**src/rtl/uart_rx_ctrl_if.sv**
```systemverilog
// Output bundle of the UART receive controller toward the RX-side data synchronizer.
// The controller drives it through the master modport and the consumer reads it through the slave modport.
interface uart_rx_ctrl_if #(
   parameter int DATA_WIDTH = 8
);

   logic [DATA_WIDTH-1:0] P_DATA;
   logic                  data_valid;
   logic                  par_err;
   logic                  stp_err;
   logic                  busy;

   modport master (
      output P_DATA,
      output data_valid,
      output par_err,
      output stp_err,
      output busy
   );

   modport slave (
      input P_DATA,
      input data_valid,
      input par_err,
      input stp_err,
      input busy
   );

endinterface

```
**src/rtl/uart_rx_ctrl.sv**
```systemverilog
// UART receive controller: frame FSM, 3-sample majority sampler and LSB-first deserializer.
// Optional saturating error-frame counter on port err_cnt when UART_RX_ERR_CNT_EN is defined.
module uart_rx_ctrl #(
   parameter int DATA_WIDTH  = 8,
   parameter int PRESC_WIDTH = 6,
   parameter int BIT_CNT_W   = 4
) (
   input  logic                   CLK,
   input  logic                   RST,
   input  logic                   RX_IN,
   input  logic                   PAR_EN,
   input  logic                   PAR_TYP,
   input  logic [PRESC_WIDTH-1:0] Prescale,
   input  logic [PRESC_WIDTH-1:0] edge_cnt,
   input  logic [BIT_CNT_W-1:0]   bit_cnt,
   output logic                   cnt_enable,
`ifdef UART_RX_ERR_CNT_EN
   output logic [7:0]             err_cnt,
`endif
   uart_rx_ctrl_if.master         rx_out
);

   typedef enum logic [2:0] {
      IDLE,
      START,
      DATA,
      PARITY,
      STOP
   } state_t;

   state_t state;
   state_t next_state;

   logic [PRESC_WIDTH-1:0] half_edge;
   logic [PRESC_WIDTH-1:0] early_edge;
   logic [PRESC_WIDTH-1:0] late_edge;
   logic [PRESC_WIDTH-1:0] last_edge;
   logic                   end_of_bit;
   logic                   last_data_bit;

   logic                   smp_early;
   logic                   smp_mid;
   logic                   sampled_bit;

   logic [DATA_WIDTH-1:0]  shift_reg;
   logic [DATA_WIDTH-1:0]  p_data;
   logic                   data_valid;
   logic                   par_err;
   logic                   stp_err;

   assign half_edge     = Prescale >> 1;
   assign early_edge    = half_edge - PRESC_WIDTH'(1);
   assign late_edge     = half_edge + PRESC_WIDTH'(1);
   assign last_edge     = Prescale - PRESC_WIDTH'(1);
   assign end_of_bit    = (edge_cnt == last_edge);
   assign last_data_bit = (bit_cnt == BIT_CNT_W'(DATA_WIDTH));

   // Counter stage runs for the whole frame; it is held cleared while idle.
   assign cnt_enable = (state != IDLE);

   assign rx_out.P_DATA     = p_data;
   assign rx_out.data_valid = data_valid;
   assign rx_out.par_err    = par_err;
   assign rx_out.stp_err    = stp_err;
   assign rx_out.busy       = (state != IDLE);

   always_ff @(posedge CLK or negedge RST) begin
      if (!RST) begin
         state <= IDLE;
      end else begin
         state <= next_state;
      end
   end

   always_comb begin
      next_state = state;
      case (state)
         IDLE: begin
            if (!RX_IN) begin
               next_state = START;
            end
         end
         START: begin
            if (end_of_bit) begin
               next_state = sampled_bit ? IDLE : DATA;
            end
         end
         DATA: begin
            if (end_of_bit && last_data_bit) begin
               next_state = PAR_EN ? PARITY : STOP;
            end
         end
         PARITY: begin
            if (end_of_bit) begin
               next_state = STOP;
            end
         end
         STOP: begin
            if (end_of_bit) begin
               next_state = IDLE;
            end
         end
         default: begin
            next_state = IDLE;
         end
      endcase
   end

   // Three samples around mid-bit; the vote is registered on the last one so it is settled before end_of_bit.
   always_ff @(posedge CLK or negedge RST) begin
      if (!RST) begin
         smp_early   <= 1'b0;
         smp_mid     <= 1'b0;
         sampled_bit <= 1'b0;
      end else if (state != IDLE) begin
         if (edge_cnt == early_edge) begin
            smp_early <= RX_IN;
         end
         if (edge_cnt == half_edge) begin
            smp_mid <= RX_IN;
         end
         if (edge_cnt == late_edge) begin
            sampled_bit <= (smp_early & smp_mid) | (smp_early & RX_IN) | (smp_mid & RX_IN);
         end
      end
   end

   // Deserializer and flags; P_DATA only moves on a clean frame, together with the valid strobe.
   always_ff @(posedge CLK or negedge RST) begin
      if (!RST) begin
         shift_reg  <= '0;
         p_data     <= '0;
         data_valid <= 1'b0;
         par_err    <= 1'b0;
         stp_err    <= 1'b0;
      end else begin
         data_valid <= 1'b0;
         case (state)
            START: begin
               if (end_of_bit && !sampled_bit) begin
                  par_err <= 1'b0;
                  stp_err <= 1'b0;
               end
            end
            DATA: begin
               if (end_of_bit) begin
                  shift_reg <= {sampled_bit, shift_reg[DATA_WIDTH-1:1]};
               end
            end
            PARITY: begin
               if (end_of_bit) begin
                  par_err <= (sampled_bit != ((^shift_reg) ^ PAR_TYP));
               end
            end
            STOP: begin
               if (end_of_bit) begin
                  stp_err <= ~sampled_bit;
                  if (sampled_bit && !par_err) begin
                     p_data     <= shift_reg;
                     data_valid <= 1'b1;
                  end
               end
            end
            default: begin
            end
         endcase
      end
   end

`ifdef UART_RX_ERR_CNT_EN
   // One count per completed frame that ends with either flag set; glitch aborts never reach STOP.
   always_ff @(posedge CLK or negedge RST) begin
      if (!RST) begin
         err_cnt <= 8'd0;
      end else if ((state == STOP) && end_of_bit && (!sampled_bit || par_err) && (err_cnt != 8'hFF)) begin
         err_cnt <= err_cnt + 8'd1;
      end
   end
`endif

endmodule

```
**src/flat_wrapper.sv**
```systemverilog
// flat-port wrapper written by rule: the top's interface ports become plain ports
module uart_rx_ctrl_flat 
#(
   parameter int DATA_WIDTH  = 8,
   parameter int PRESC_WIDTH = 6,
   parameter int BIT_CNT_W   = 4
)
  (CLK, RST, RX_IN, PAR_EN, PAR_TYP, Prescale, edge_cnt, bit_cnt, cnt_enable, rx_out_P_DATA, rx_out_data_valid, rx_out_par_err, rx_out_stp_err, rx_out_busy);
  uart_rx_ctrl_if #(.DATA_WIDTH(DATA_WIDTH)) rx_out_i ();
  input  logic CLK;
  input  logic RST;
  input  logic RX_IN;
  input  logic PAR_EN;
  input  logic PAR_TYP;
  input  logic [PRESC_WIDTH-1:0] Prescale;
  input  logic [PRESC_WIDTH-1:0] edge_cnt;
  input  logic [BIT_CNT_W-1:0] bit_cnt;
  output logic cnt_enable;
  output wire logic [$bits(rx_out_i.P_DATA)-1:0] rx_out_P_DATA;
  output wire logic [$bits(rx_out_i.data_valid)-1:0] rx_out_data_valid;
  output wire logic [$bits(rx_out_i.par_err)-1:0] rx_out_par_err;
  output wire logic [$bits(rx_out_i.stp_err)-1:0] rx_out_stp_err;
  output wire logic [$bits(rx_out_i.busy)-1:0] rx_out_busy;
  assign rx_out_P_DATA = rx_out_i.P_DATA;
  assign rx_out_data_valid = rx_out_i.data_valid;
  assign rx_out_par_err = rx_out_i.par_err;
  assign rx_out_stp_err = rx_out_i.stp_err;
  assign rx_out_busy = rx_out_i.busy;
  uart_rx_ctrl #(.DATA_WIDTH(DATA_WIDTH), .PRESC_WIDTH(PRESC_WIDTH), .BIT_CNT_W(BIT_CNT_W)) u_core (.CLK(CLK), .RST(RST), .RX_IN(RX_IN), .PAR_EN(PAR_EN), .PAR_TYP(PAR_TYP), .Prescale(Prescale), .edge_cnt(edge_cnt), .bit_cnt(bit_cnt), .cnt_enable(cnt_enable), .rx_out(rx_out_i));
endmodule
```
**config.mk**
```make
export PLATFORM = sky130hd
export DESIGN_NAME = uart_rx_ctrl_flat
export DESIGN_NICKNAME = d
export VERILOG_FILES = /design/src/rtl/uart_rx_ctrl_if.sv /design/src/rtl/uart_rx_ctrl.sv /design/src/flat_wrapper.sv
export SDC_FILE = /design/constraint.sdc
export NUM_CORES = 1
export LEC_CHECK = 0
export CAP_MARGIN = 20
export CELL_PAD_IN_SITES_DETAIL_PLACEMENT = 1
export CELL_PAD_IN_SITES_GLOBAL_PLACEMENT = 1
export CORE_ASPECT_RATIO = 1.2
export CORE_MARGIN = 3
export CORE_UTILIZATION = 35
export DETAILED_ROUTE_END_ITERATION = 7
export PLACE_DENSITY_LB_ADDON = 0.1
export SYNTH_ARGS = -nofsm -noshare
export SYNTH_HDL_FRONTEND = slang
export SYNTH_SLANG_ARGS = --single-unit
```
**constraint.sdc**
```tcl
create_clock -name CLK -period 2.45 [get_ports CLK]
set_input_delay 0.49 -clock CLK [delete_from_list [all_inputs] [get_ports CLK]]
set_output_delay 0.49 -clock CLK [all_outputs]
set_load 0.005 [all_outputs]
```
==> impl.org, run 1 <==
** Critical path
- Category of the critical setup timing path :: primary input to register
- Reg2Reg Capture Point :: u_core.rx_out.P_DATA[0]
- The largest individual stage delay along the critical path comes from the cell sky130_fd_sc_hd__or4_4.
- On the worst path, the slowest cell contributes a delay of 0.52 ns.
- CP startpoint kind :: primary input
- The critical path ends at u_core.rx_out.P_DATA[4].
- STA classifies the critical path endpoint as a register.
- The worst register-to-register path begins at u_core.state[0].
- Highest fanout seen on the critical path :: 4
- Register-to-Register Setup Slack :: 0.57 ns
- Crit path from :: Prescale[1]
- Signal arrival time at the worst endpoint :: 2.55 ns
- CP cell instances :: buf_6 > clkinvlp_4 > buf_4 > ha_4 > nor3b_4 > buf_4 > a21oi_4 > o2111ai_4 > buf_6 > or4_4 > mux2_4
- R2r worst-path depth :: 4
- Critical path required time :: 2.62 ns

** Placement
- Routability-driven placement finished with a final weighted congestion of 0.906.
- Input and output buffers added on the ports amount to 33.
- Final HPWL DP :: 3.71 mm

** Clock tree
- Clock-pin slew was measured on the worst setup and hold paths at 0.09 ns.
- Clock latency on the worst-skew pair, taken at its later pin, is 0.27 ns.
- Number of clock buffers inserted by TritonCTS :: 3
- Counting every sink on the clock net gives 25.
- CTS built an H-tree with a depth of 1.
- The longest clock path from root to sink contains 2 buffers.
- TritonCTS built the clock tree.
- Cell chosen for the clock root :: sky130_fd_sc_hd__clkbuf_8

** Routing
- In the final routed layout, each cell accounts on average for 16.6 um.
- Across all layers, the routed design uses 1498 vias.
- Before antenna repair, the detailed router went through 4 iterations.
- In the routed design, unresolved DRC markers number 0.
- Post-DR vias/cell :: 5.26
- Count of nets left with antenna violations after detail routing :: 0
- Detailed router's first-iteration violation count :: 54
- Total Routed Length :: 4.73 mm

** Finish
- Cells fill 53.5% of the core in the end.
- Number of antenna repair diodes :: 0
- Number of fill cells in the layout :: 498
- Area overhead of the layout relative to synthesis :: 43.3%
- In the layout the commonest cells are sky130_fd_sc_hd__buf_4, sky130_fd_sc_hd__clkdlybuf4s50_1, sky130_fd_sc_hd__dfrtp_1, sky130_fd_sc_hd__xnor2_1, sky130_fd_sc_hd__mux2_4.
- Most common cell after layout, fill and taps aside :: sky130_fd_sc_hd__buf_4
- Area of all sequential standard cells :: 626 um2
- Nets@finish :: 253
- In the final layout, the share of cells above drive strength 1 is 35.7%.
- Area occupied by multi-input gates :: 1150 um2

** Timing
- The smallest clock period supported by the final layout is computed as 2.39 ns.
- Setup repair after global routing left no endpoint under its margin.
- Worst Tran Pin Value :: 0.356 ns
- Clock skew on the completed layout was measured at 0.00271 ns.
- Static timing analysis puts the maximum clock frequency at 419 MHz.
- Setup violations remaining at the end of the flow were counted as 0.
- WHS :: 0.522 ns
- Final hold violations :: 0
- Slew Limit Headroom :: 76.0%
- Dividing the final minimum period by the clock period gives 97.5%.
- The max-slew violation total from the final report was 0.

** GRT
- Initial antenna violation count :: 0
- First-pass GRT wire length :: 8.06 mm
- Total congestion overflow after global routing :: 0
- Total global routing track utilization :: 16.7%
- Via count of the first global-routing pass :: 1688
- Maximum number of pins on one net before global-route repair :: 26

** Power and ir drop
- Across the VDD grid, the largest voltage drop is 0.239 mV.
- Leakage power summed over all cells :: 1.17 nW
- Summing internal, switching and leakage power gives 1.22 mW.
- Power spread over the standard cell area amounts to 481 nW/um2.

** Synthesis
- Each instance of the synthesized netlist takes up on average 10.8 um2.
- Count of warnings emitted by yosys :: 0
- Proportion of synthesized chip area in sequential cells :: 35.4%
- The cell count after synthesis came out at 164.
- Distinct cell type count of the synthesized netlist :: 46
- The number of nets handed over by synthesis was 189.
- Flip-flop and latch count after synthesis :: 25
- Netlist Area Pre-Place :: 1770 um2

** Status
- Outcome :: finished clean

** Flow run
- The tool flagged a number of max-cap violations equal to 0.

** Floorplanning
- Die Height :: 83.8 um
- Top-Level Pins :: 34
- The floorplan has 27 rows.
- Initial cell density of the core :: 37.4%
- Die extent in x :: 70.9 um
- Die outline area :: 5940 um2
- In this run the standard cell core region covers 4730 um2.

** Hold path
- Worst hold path type :: register to register
power by group:
| group | internal (mW) | total [mW] | switching (mW) | leakage, nW |
|---|---|---|---|---|
| sequential | 0.456 | 0.530 | 0.0747 | 0.341 |
| clock | 0.115 | 0.252 | 0.137 | 0.0217 |
| combinational | 0.233 | 0.435 | 0.201 | 0.804 |
layer usage:
metal	global-route usage [%]	vias to the layer above	wire length (um)
met5	0	-	0
met4	6.32	0	97
met3	1.08	9	121
met2	33.6	32	2710
met1	17.4	737	1800
li1	-	720	-
cell usage after synthesis (all sizes together):
| library cell | instances | area (um2) |
|---|---|---|
| a31o | 2 | 26.3 |
| clkbuf | 3 | 12.5 |
| xnor2 | 17 | 149 |
| and3 | 1 | 6.26 |
| nand2b | 4 | 25.0 |
| o2bb2ai | 1 | 8.76 |
| o2111a | 2 | 22.5 |
| a211oi | 1 | 7.51 |
| inv | 8 | 30.0 |
| or4 | 2 | 22.5 |
| and3b | 2 | 17.5 |
| o311ai | 1 | 8.76 |
| mux2 | 19 | 274 |
| xor2 | 8 | 70.1 |
| buf | 6 | 51.3 |
| nor3b | 2 | 20.0 |
| nor4b | 1 | 8.76 |
| o2111ai | 2 | 17.5 |
| and2 | 1 | 6.26 |
| nor2 | 9 | 33.8 |
| nor2b | 4 | 32.5 |
| nand3 | 6 | 30.0 |
| nor4 | 2 | 12.5 |
| a21boi | 1 | 7.51 |
| a41o | 1 | 10.0 |
| a21oi | 3 | 15.0 |
| and4b | 1 | 10.0 |
| dfrtp | 25 | 626 |
| o21ai | 5 | 25.0 |
| or3 | 2 | 17.5 |
| or4b | 1 | 10.0 |
| nor3 | 5 | 25.0 |
| a21o | 1 | 7.51 |
| o41ai | 3 | 26.3 |
| maj3 | 1 | 10.0 |
| nand2 | 4 | 15.0 |
| ha | 4 | 50.1 |
| a31oi | 3 | 18.8 |
area by class of cell:
cell class              instances  share of cell area, %
repair buffers                 67                   23.6
well taps                      58                   2.87
inverters                       8                   1.33
clock buffers                   3                   1.63
multi-input cells             123                   45.5
flip-flops and latches         25                   24.7
clock inverters                 1                  0.297
kinds of logic (layout without fill, tap and decap cells):
family          after synthesis  after routing  share of synthesized area, %
compound gates               26             26                          11.4
xor+xnor                     25             25                          12.4
fa+ha+maj                     5              5                          3.40
buf+inv                      17             79                          5.31
flops                        25             25                          35.4
mux                          19             19                          15.5
simple gates                 47             48                          16.6
stage by stage:
stage | setup TNS (ns) | cells | cell area (um2) | setup slack (ns)
after floorplan | -0.808 | 164 | 1840 | -0.0516
final | 0 | 285 | 2530 | 0.0614
after CTS | 0 | 277 | 2450 | 0.00144
after global routing | 0 | 285 | 2530 | 0.00452
after global placement | -12.57 | 270 | 2350 | -0.656
after detailed placement | -14.29 | 270 | 2350 | -0.742
timing repair:
action / in CTS / in global routing
pin swaps: 6 / 12
setup buffers: 2 / 8
hold endpoints to repair: 0 / 0
gates resized for setup: 18 / 9
cloned: 1 / 0
endpoints found under the setup margin: 22 / 14
hold buffers: 0 / 0
critical path, delay by kind of cell:
family | cells | cell delay (ns)
AO/OA/AOI/OAI | 2 | 0.32
adder cells (fa/ha/maj) | 1 | 0.16
multiplexers | 1 | 0.31
AND/OR/NAND/NOR | 2 | 0.68
buffers and inverters | 5 | 0.60
how the worst min path moves through the flow:
stage                             from                 endpoint  slack (ns)  cells after the start
2_1_floorplan                      RST  u_core.rx_out.P_DATA[0]        0.19                      0
3_3_place_gp   u_core.rx_out.P_DATA[1]  u_core.rx_out.P_DATA[1]        0.50                      1
3_5_place_dp   u_core.rx_out.P_DATA[1]  u_core.rx_out.P_DATA[1]        0.50                      1
4_1_cts        u_core.rx_out.P_DATA[1]  u_core.rx_out.P_DATA[1]        0.53                      1
5_1_grt        u_core.rx_out.P_DATA[3]  u_core.rx_out.P_DATA[3]        0.54                      1
6_report       u_core.rx_out.P_DATA[3]  u_core.rx_out.P_DATA[3]        0.52                      1
(Power assumes the default switching activity.)
==> inputs of run 2 (changes only) <==
- ABC_AREA: default -> 1
- CORE_MARGIN: 3 -> default
- RECOVER_POWER: default -> 25
==> run 2 against run 1 <==
  * Clock power fell by 5%
  * Sequential power barely moved
  * First-iteration DRC count rose by 1.9%
  * Highest routed layer unchanged
==> impl.org, run 2 <==
** Status
- The run finished with clean final reports.

** Clock tree
- Clock tree synthesis selected as its root buffer the cell sky130_fd_sc_hd__clkbuf_8.
- After clock tree synthesis, the repair step resized 0 gates.
- The clock drives 25 sinks.
- Post-CTS Setup Repair Bufs :: 0
- The later pin in the worst-skew pair is clocked with a latency of 0.26 ns.
- CTS built an H-tree with a depth of 1.
- CTS tree :: done
- Total of hold buffers inserted after clock tree synthesis :: 0
- Clock tree synthesis inserted a total of 3 buffers.
- Clock transition at the registers of the reported paths :: 0.08 ns
- In this run the deepest clock path goes through 2 buffers.

** Synthesis
- Count of warnings emitted by yosys :: 0
- When the netlist entered floorplanning its net count stood at 276.
- Flip-flop and latch count after synthesis :: 25
- sky130_fd_sc_hd__dfrtp_1 takes more of the synthesized area than any other cell.
- Number of enable-type register cells in the synthesized netlist :: 0
- In the post-synthesis netlist, the cell with the most instances is sky130_fd_sc_hd__nand2_1.
- Summing the sequential cell areas from Yosys gives 34.8% of the chip area.
- The cell count after synthesis came out at 251.
- Averaged over all synthesized cells, the footprint is 7.16 um2.
- The commonest cells after synthesis are sky130_fd_sc_hd__nand2_1, sky130_fd_sc_hd__inv_1, sky130_fd_sc_hd__dfrtp_1.
- Commonest register cell after synthesis :: sky130_fd_sc_hd__dfrtp_1
- Counting distinct cell types in the post-synthesis netlist gives 27.
- The synthesized netlist occupies a cell area of 1800 um2.
- In the synthesized netlist the async set-or-reset flop fraction comes to 100%.
- Ranking of synthesized cells by area :: sky130_fd_sc_hd__dfrtp_1, sky130_fd_sc_hd__nand2_1, sky130_fd_sc_hd__inv_1
- The synthesized design devotes to its leading area cell type 34.8% of total area.

** Routing
- Detailed router's first-iteration violation count :: 55
- Total via count after detailed routing :: 1664
- Dividing the detail-routed via count by the number of cells gives 4.73.
- Summed over all nets, wire length on met2 after detailed routing comes to 2.49 mm.
- In the final routing, the length of wire on met1 measures 1.79 mm.
- Before antenna repair, the detailed router went through 4 iterations.
- Per-cell routed wire length :: 12.5 um
- The detailed router used layers up to and including met4.
- After detailed routing, the met3 layer carries 75 um of wire.
- DRC viols :: 0
- Count of nets left with antenna violations after detail routing :: 0
- After detailed routing, the total wire length is 4.39 mm.

** Timing
- Number of failing setup endpoints in the final timing report :: 0
- The hold violation count in the final report is 0.
- In the finished design, the share of the clock period the worst path needs comes to 90.6%.
- The routed design could run at a clock period as short as 2.22 ns.
- Worst Tran Pin Value :: 1.41 ns
- Hold is met by 0.491 ns.
- The max-slew violation total from the final report came to 0.
- Clock skew on the completed layout was measured at 0.00164 ns.
- Setup TNS :: 0 ns
- Slew Limit Headroom :: 6.10%
- Unrepaired setup endpoints after global routing :: no
- Based on the critical path, the design can be clocked at up to 450 MHz.

** Floorplanning
- The floorplan step defined a core boundary enclosing 4940 um2.
- For this configuration, the core starts out at a cell density of 36.4%.
- The floorplan step set the die width to 67.4 um.
- Die Height :: 80.5 um
- 34 I/O pins were placed.
- Row count :: 28
- The die covers 5430 um2.

** Power and ir drop
- Worst ir drop on vdd :: 0.268 mV
- The design draws 1.34 mW.
- Comb power frac :: 42.5%
- P_int :: 0.828 mW
- The analysis attributes to net switching a power of 0.511 mW.
- Sequential fraction of design power :: 39.6%
- Net switching fraction of the power :: 38.2%
- Pwr dens :: 590 nW/um2
- In this run the static leakage power is 1.16 nW.
- The share of total power dissipated in the clock network is 17.9%.

** Finish
- Of the cells placed in the final design, the portion with a size suffix greater than 1 is 14.0%.
- 0 antenna diodes ended up in the layout.
- After filler insertion, the fill cell instance count of the layout stands at 656.
- The area growth from synthesis to layout is 26.2%.
- Layout Utilization :: 45.9%
- Most frequent cells in the layout :: sky130_fd_sc_hd__nand2_1, sky130_fd_sc_hd__inv_1, sky130_fd_sc_hd__clkdlybuf4s50_1, sky130_fd_sc_hd__dfrtp_1, sky130_fd_sc_hd__nor2_1
- Most common cell after layout, fill and taps aside :: sky130_fd_sc_hd__nand2_1
- Nets@finish :: 318

** Critical path
- Together, buffers and inverters on the worst path number 3.
- STA classifies the critical path endpoint as an output pin.
- The worst setup path is launched from a register.
- In this design, the largest share of critical-path delay is due to buffers and inverters.
- Worst-path cell with the longest stage delay :: sky130_fd_sc_hd__clkdlybuf4s50_1
- Worst stage delay on the critical path :: 0.48 ns
- CP cell instances :: nor2_1 > inv_1 > nor2_1 > inv_1 > clkdlybuf4s50_1
- Category of the critical setup timing path :: register to output pin
- Highest fanout seen on the critical path :: 4
- Signal arrival time at the worst endpoint :: 1.73 ns
- STA puts the critical path data required time at 1.96 ns.

** Hold path
- In this run the worst hold path is classified as register to register.

** GRT
- First-pass GRT wire length :: 7.62 mm
- Total congestion overflow after global routing :: 0
- Maximum number of pins on one net before global-route repair :: 26
- Total global routing track utilization :: 18.5%
- Initial antenna violation count :: 0
- The via count of the first global-routing pass was 1735.

** Placement
- GP Congestion :: 0.852
- Port buffering added 33 buffers.
- Detailed placement ended at an HPWL of 3.67 mm.

** Flow run
- Across the run, the number of max-cap violations was 0.
==> run 2: cell types whose count changed in the layout (fill, tap and decap cells not counted), sizes merged, moves of 4 or more <==
cell and delta:
nand2 +80, nor2 +15, clkdlybuf4s50 +7, nand4 +8, nand3 +7, mux2 -19
nor2b -4, xnor2 -10, inv +34, buf -29, o21ai +17, nand2b -4
==> run 2: power groups by stage <==
stage | Sequential (mW) | Combinational (mW) | Clock [mW]
finish | 0.530 | 0.569 | 0.239
detailed placement | 0.540 | 0.582 | 0
global placement | 0.538 | 0.575 | 0
CTS | 0.531 | 0.587 | 0.251
floorplan | 0.520 | 0.378 | 0
global route | 0.538 | 0.661 | 0.266
==> run 2: layer usage <==
layer | track usage, % | vias to the layer above
met3 | 1.28 | 2
met5 | 0 | -
met2 | 37.7 | 24
li1 | - | 858
met1 | 19.8 | 780
met4 | 3.83 | 0
==> run 2: path summary, 6_finish.rpt <==
| path | slack, ns | to | cells past startpoint | from |
|---|---|---|---|---|
| max in group asynchronous | 0.55 | u_core.state[0] | 2 | RST |
| min in group asynchronous | 1.08 | u_core.rx_out.data_valid | 2 | RST |
| worst max register to register | 0.73 | u_core.rx_out.P_DATA[1] | 8 | u_core.state[0] |
| worst min register to register | 0.49 | u_core.rx_out.P_DATA[3] | 2 | u_core.rx_out.P_DATA[3] |
| worst max-delay path | 0.23 | rx_out_busy | 5 | u_core.state[0] |
| worst min-delay path | 0.49 | u_core.rx_out.P_DATA[3] | 2 | u_core.rx_out.P_DATA[3] |
==> run 2: cell type report <==
class                           instances  area, um2  area share [%]
Sequential cell                        25        626            27.6
Inverter                               41        156            6.90
Timing Repair Buffer                   40        379            16.7
Clock inverter                          1       5.00           0.221
Clock buffer                            3       41.3            1.82
Tap cell                               60       75.1            3.31
Multi-Input combinational cell        182        985            43.4
==> run 2: metrics by stage <==
step	area, um2	std cells	setup slack, ns
finish	2270	352	0.230
floorplan	1800	251	0.550
CTS	2270	352	0.189
global placement	2220	348	0.00315
detailed placement	2220	348	-0.0547
global route	2270	352	0.0451
==> run 2: cells by family after synthesis <==
group           share of synthesized area, %
compound gates                          10.0
buf+inv                                 10.4
fa+ha+maj                               3.34
xor+xnor                                8.22
flops                                   34.8
simple gates                            33.2
==> run 2: worst reg2reg max path: stages, from the launching register on <==
cell                      delay (ns)
sky130_fd_sc_hd__dfrtp_1        0.43
sky130_fd_sc_hd__nor2_1         0.13
sky130_fd_sc_hd__inv_1          0.07
sky130_fd_sc_hd__nor2_1         0.19
sky130_fd_sc_hd__inv_1          0.11
sky130_fd_sc_hd__nor3_1         0.28
sky130_fd_sc_hd__nand2_4        0.21
sky130_fd_sc_hd__nand2_1        0.12
sky130_fd_sc_hd__o21ai_2        0.06
==> RTL edit: new RTL, flow settings as in run 1 <==
The 5 states of `state_t` get a Gray code encoding in 3 bits.
--- a/src/rtl/uart_rx_ctrl.sv
+++ b/src/rtl/uart_rx_ctrl.sv
@@ -23,7 +23,7 @@
    typedef enum logic [2:0] {
-      IDLE,
-      START,
-      DATA,
-      PARITY,
-      STOP
+      IDLE   = 3'b000,
+      START  = 3'b001,
+      DATA   = 3'b011,
+      PARITY = 3'b010,
+      STOP   = 3'b110
    } state_t;
Check against the original RTL: no difference found for any inputs over 10 cycles, from zero or initial values and one cycle with RST low; not proved beyond that.
==> RTL edit against run 1 <==
  * Synthesized cell count fell by 5.5%
  * Sequential cell count did not move
  * Non-clock buffer count fell by 9
  * Design area fell by 7.1%
  * Register-to-register slack worse by 0.25 ns
  * Total power fell by 15%
  * Wire length is 9.0% lower
  * Worst setup slack improved by 0.0083 ns
  * Global-route usage decreased by 1.3 points
  * Sequential share of layout area up 1.9 points
  * Combinational power is 32% lower
  * Critical path type unchanged
  * Area after synthesis shrank 2.3%
  * Die area fell by 2.1%
==> RTL edit: results <==
metrics = {
    "route": {
        "first_iter_violations": 90,
        "wl_um": 4300,
        "via_count": 1408,
        "drtAntennaViolNets": 0,
        "first_pass_iters": 4,
        "viasPerCell": 5.25,
    },
    "global_routing": {
        "track_usage": 0.154,
        "grt_pass1_vias": 1612,
        "antenna_found_initial": 0,
        "grt_pass1_wl_um": 7390,
        "grt_start_max_net_pins": 26,
    },
    "run_status": {
        "outcome": "finished clean",
    },
    "placed_design": {
        "dpl.cell_count": 264,
        "place_area_um2": 2260,
        "dp_hpwl_um": 3460,
        "gp_congestion": 0.808,
        "portBuffers": 33,
    },
    "timing": {
        "clock_skew_ns": 0.00210,
        "slew_headroom": 0.732,
    },
    "power_and_ir_drop": {
        "power_leakage_nw": 1.06,
        "ir_drop_v": 0.000197,
    },
    "synth": {
        "postSynthAreaPerCell_um2": 11.1,
        "ys_seq_area_frac": 0.363,
        "syn-num-nets": 180,
        "synth-async-reset-ratio": 1.00,
        "yosys.cell_types.count": 49,
        "netlist_top_cells_area": "dfrtp_1 (36%), xnor2_1 (7.6%), mux2_4 (7.0%)",
        "synthTopCellsByCount": "dfrtp_1 (25), xnor2_1 (15), xor2_1 (10)",
    },
    "final_layout": {
        "drive_gt1_frac": 0.276,
        "finalNetCount": 236,
        "n_fill_cell": 523,
    },
    "setup_path": {
        "worstSetupStartpoint": "Prescale[5]",
        "crit_end": "u_core.rx_out.P_DATA[1]$_DFFE_PN0P_",
        "ff2ff_path_depth": 5,
        "arrival_ns": 2.54,
        "r2r_slack_ns": 0.32,
        "cp_max_fo": 8,
    },
    "cts": {
        "post_cts_buffers": 0,
        "cts.root.buffer_cell": "clkbuf_8",
    },
    "hold_path": {
        "hold_depth": 1,
    },
}
RTL edit: changes by cell type in the layout (fill, tap and decap cells not counted), moves of 3 or more:
cell,delta
xor2_1,+4
nand2_1,+3
or4_4,-3
mux2_1,+6
o21ai_0,-3
clkdlybuf4s50_1,+3
a31oi_1,-3
buf_4,-8
mux2_4,-7
or4b_1,+3
buf_6,-3
o41ai_1,-3
nand2b_1,-4
RTL edit: kinds of logic (layout without fill, tap and decap cells):
family	Yosys count	in the layout	synth area share
and+or+nand+nor	48	48	0.168
xor gates and xnor gates	27	27	0.149
adders and majority gates	5	5	0.0348
muxes	20	20	0.147
AOI/OAI and AO/OA	18	18	0.0899
DFF	25	25	0.363
buffers and inverters	12	67	0.0479
RTL edit: what timing repair did:
action | CTS | global route
gates resized for setup | 9 | 5
endpoints found under the setup margin | 22 | 21
hold buffers | 0 | 0
pin swaps | 4 | 2
RTL edit: per-layer routing:
metal  part of all wire  track usage
met2               0.56        0.304
met1               0.38        0.167
met5                  0            0
met3              0.039       0.0182
met4              0.014       0.0453
RTL edit: where the power goes:
part	switching, mW	internal [mW]	total, mW
registers	0.0515	0.439	0.490
clock network	0.129	0.116	0.245
logic	0.130	0.164	0.294
RTL edit: cell type report:
cell class	count	area (µm²)	area share
Multi-Input combinational cell	118	1050	0.448
Sequential cell	25	626	0.266
Timing Repair Buffer	58	536	0.228
Tap cell	58	72.6	0.0309
Clock buffer	4	45.0	0.0192
Inverter	5	18.8	0.00798
RTL edit: worst min-delay path by stage:
stage	from	end	slack [ns]
final	u_core.rx_out.P_DATA[0]$_DFFE_PN0P_	u_core.rx_out.P_DATA[0]$_DFFE_PN0P_	0.52
after floorplan	RST	u_core.rx_out.P_DATA[0]$_DFFE_PN0P_	0.19
after CTS	u_core.rx_out.P_DATA[2]$_DFFE_PN0P_	u_core.rx_out.P_DATA[2]$_DFFE_PN0P_	0.52
after detailed placement	u_core.rx_out.P_DATA[2]$_DFFE_PN0P_	u_core.rx_out.P_DATA[2]$_DFFE_PN0P_	0.49
after global placement	u_core.smp_mid$_DFFE_PN0P_	u_core.smp_mid$_DFFE_PN0P_	0.50
after global routing	u_core.rx_out.P_DATA[0]$_DFFE_PN0P_	u_core.rx_out.P_DATA[0]$_DFFE_PN0P_	0.53
RTL edit: worst max-delay path, stage by stage:
cell and delay [ns]:
clkdlybuf4s50_1 0.51, buf_4 0.13, xor2_1 0.26, and3_2 0.25, o21ai_2 0.07, or3_1 0.37
buf_6 0.16, mux2_4 0.30
RTL edit: per-stage QoR:
step / power [mW] / worst slack [ns]
after global placement: 0.775 / -0.357
after detailed placement: 0.791 / -0.425
after CTS: 1.04 / 0.0225
after global routing: 1.09 / 0.000405
final: 1.03 / 0.0697
after floorplan: 0.659 / 0.0806
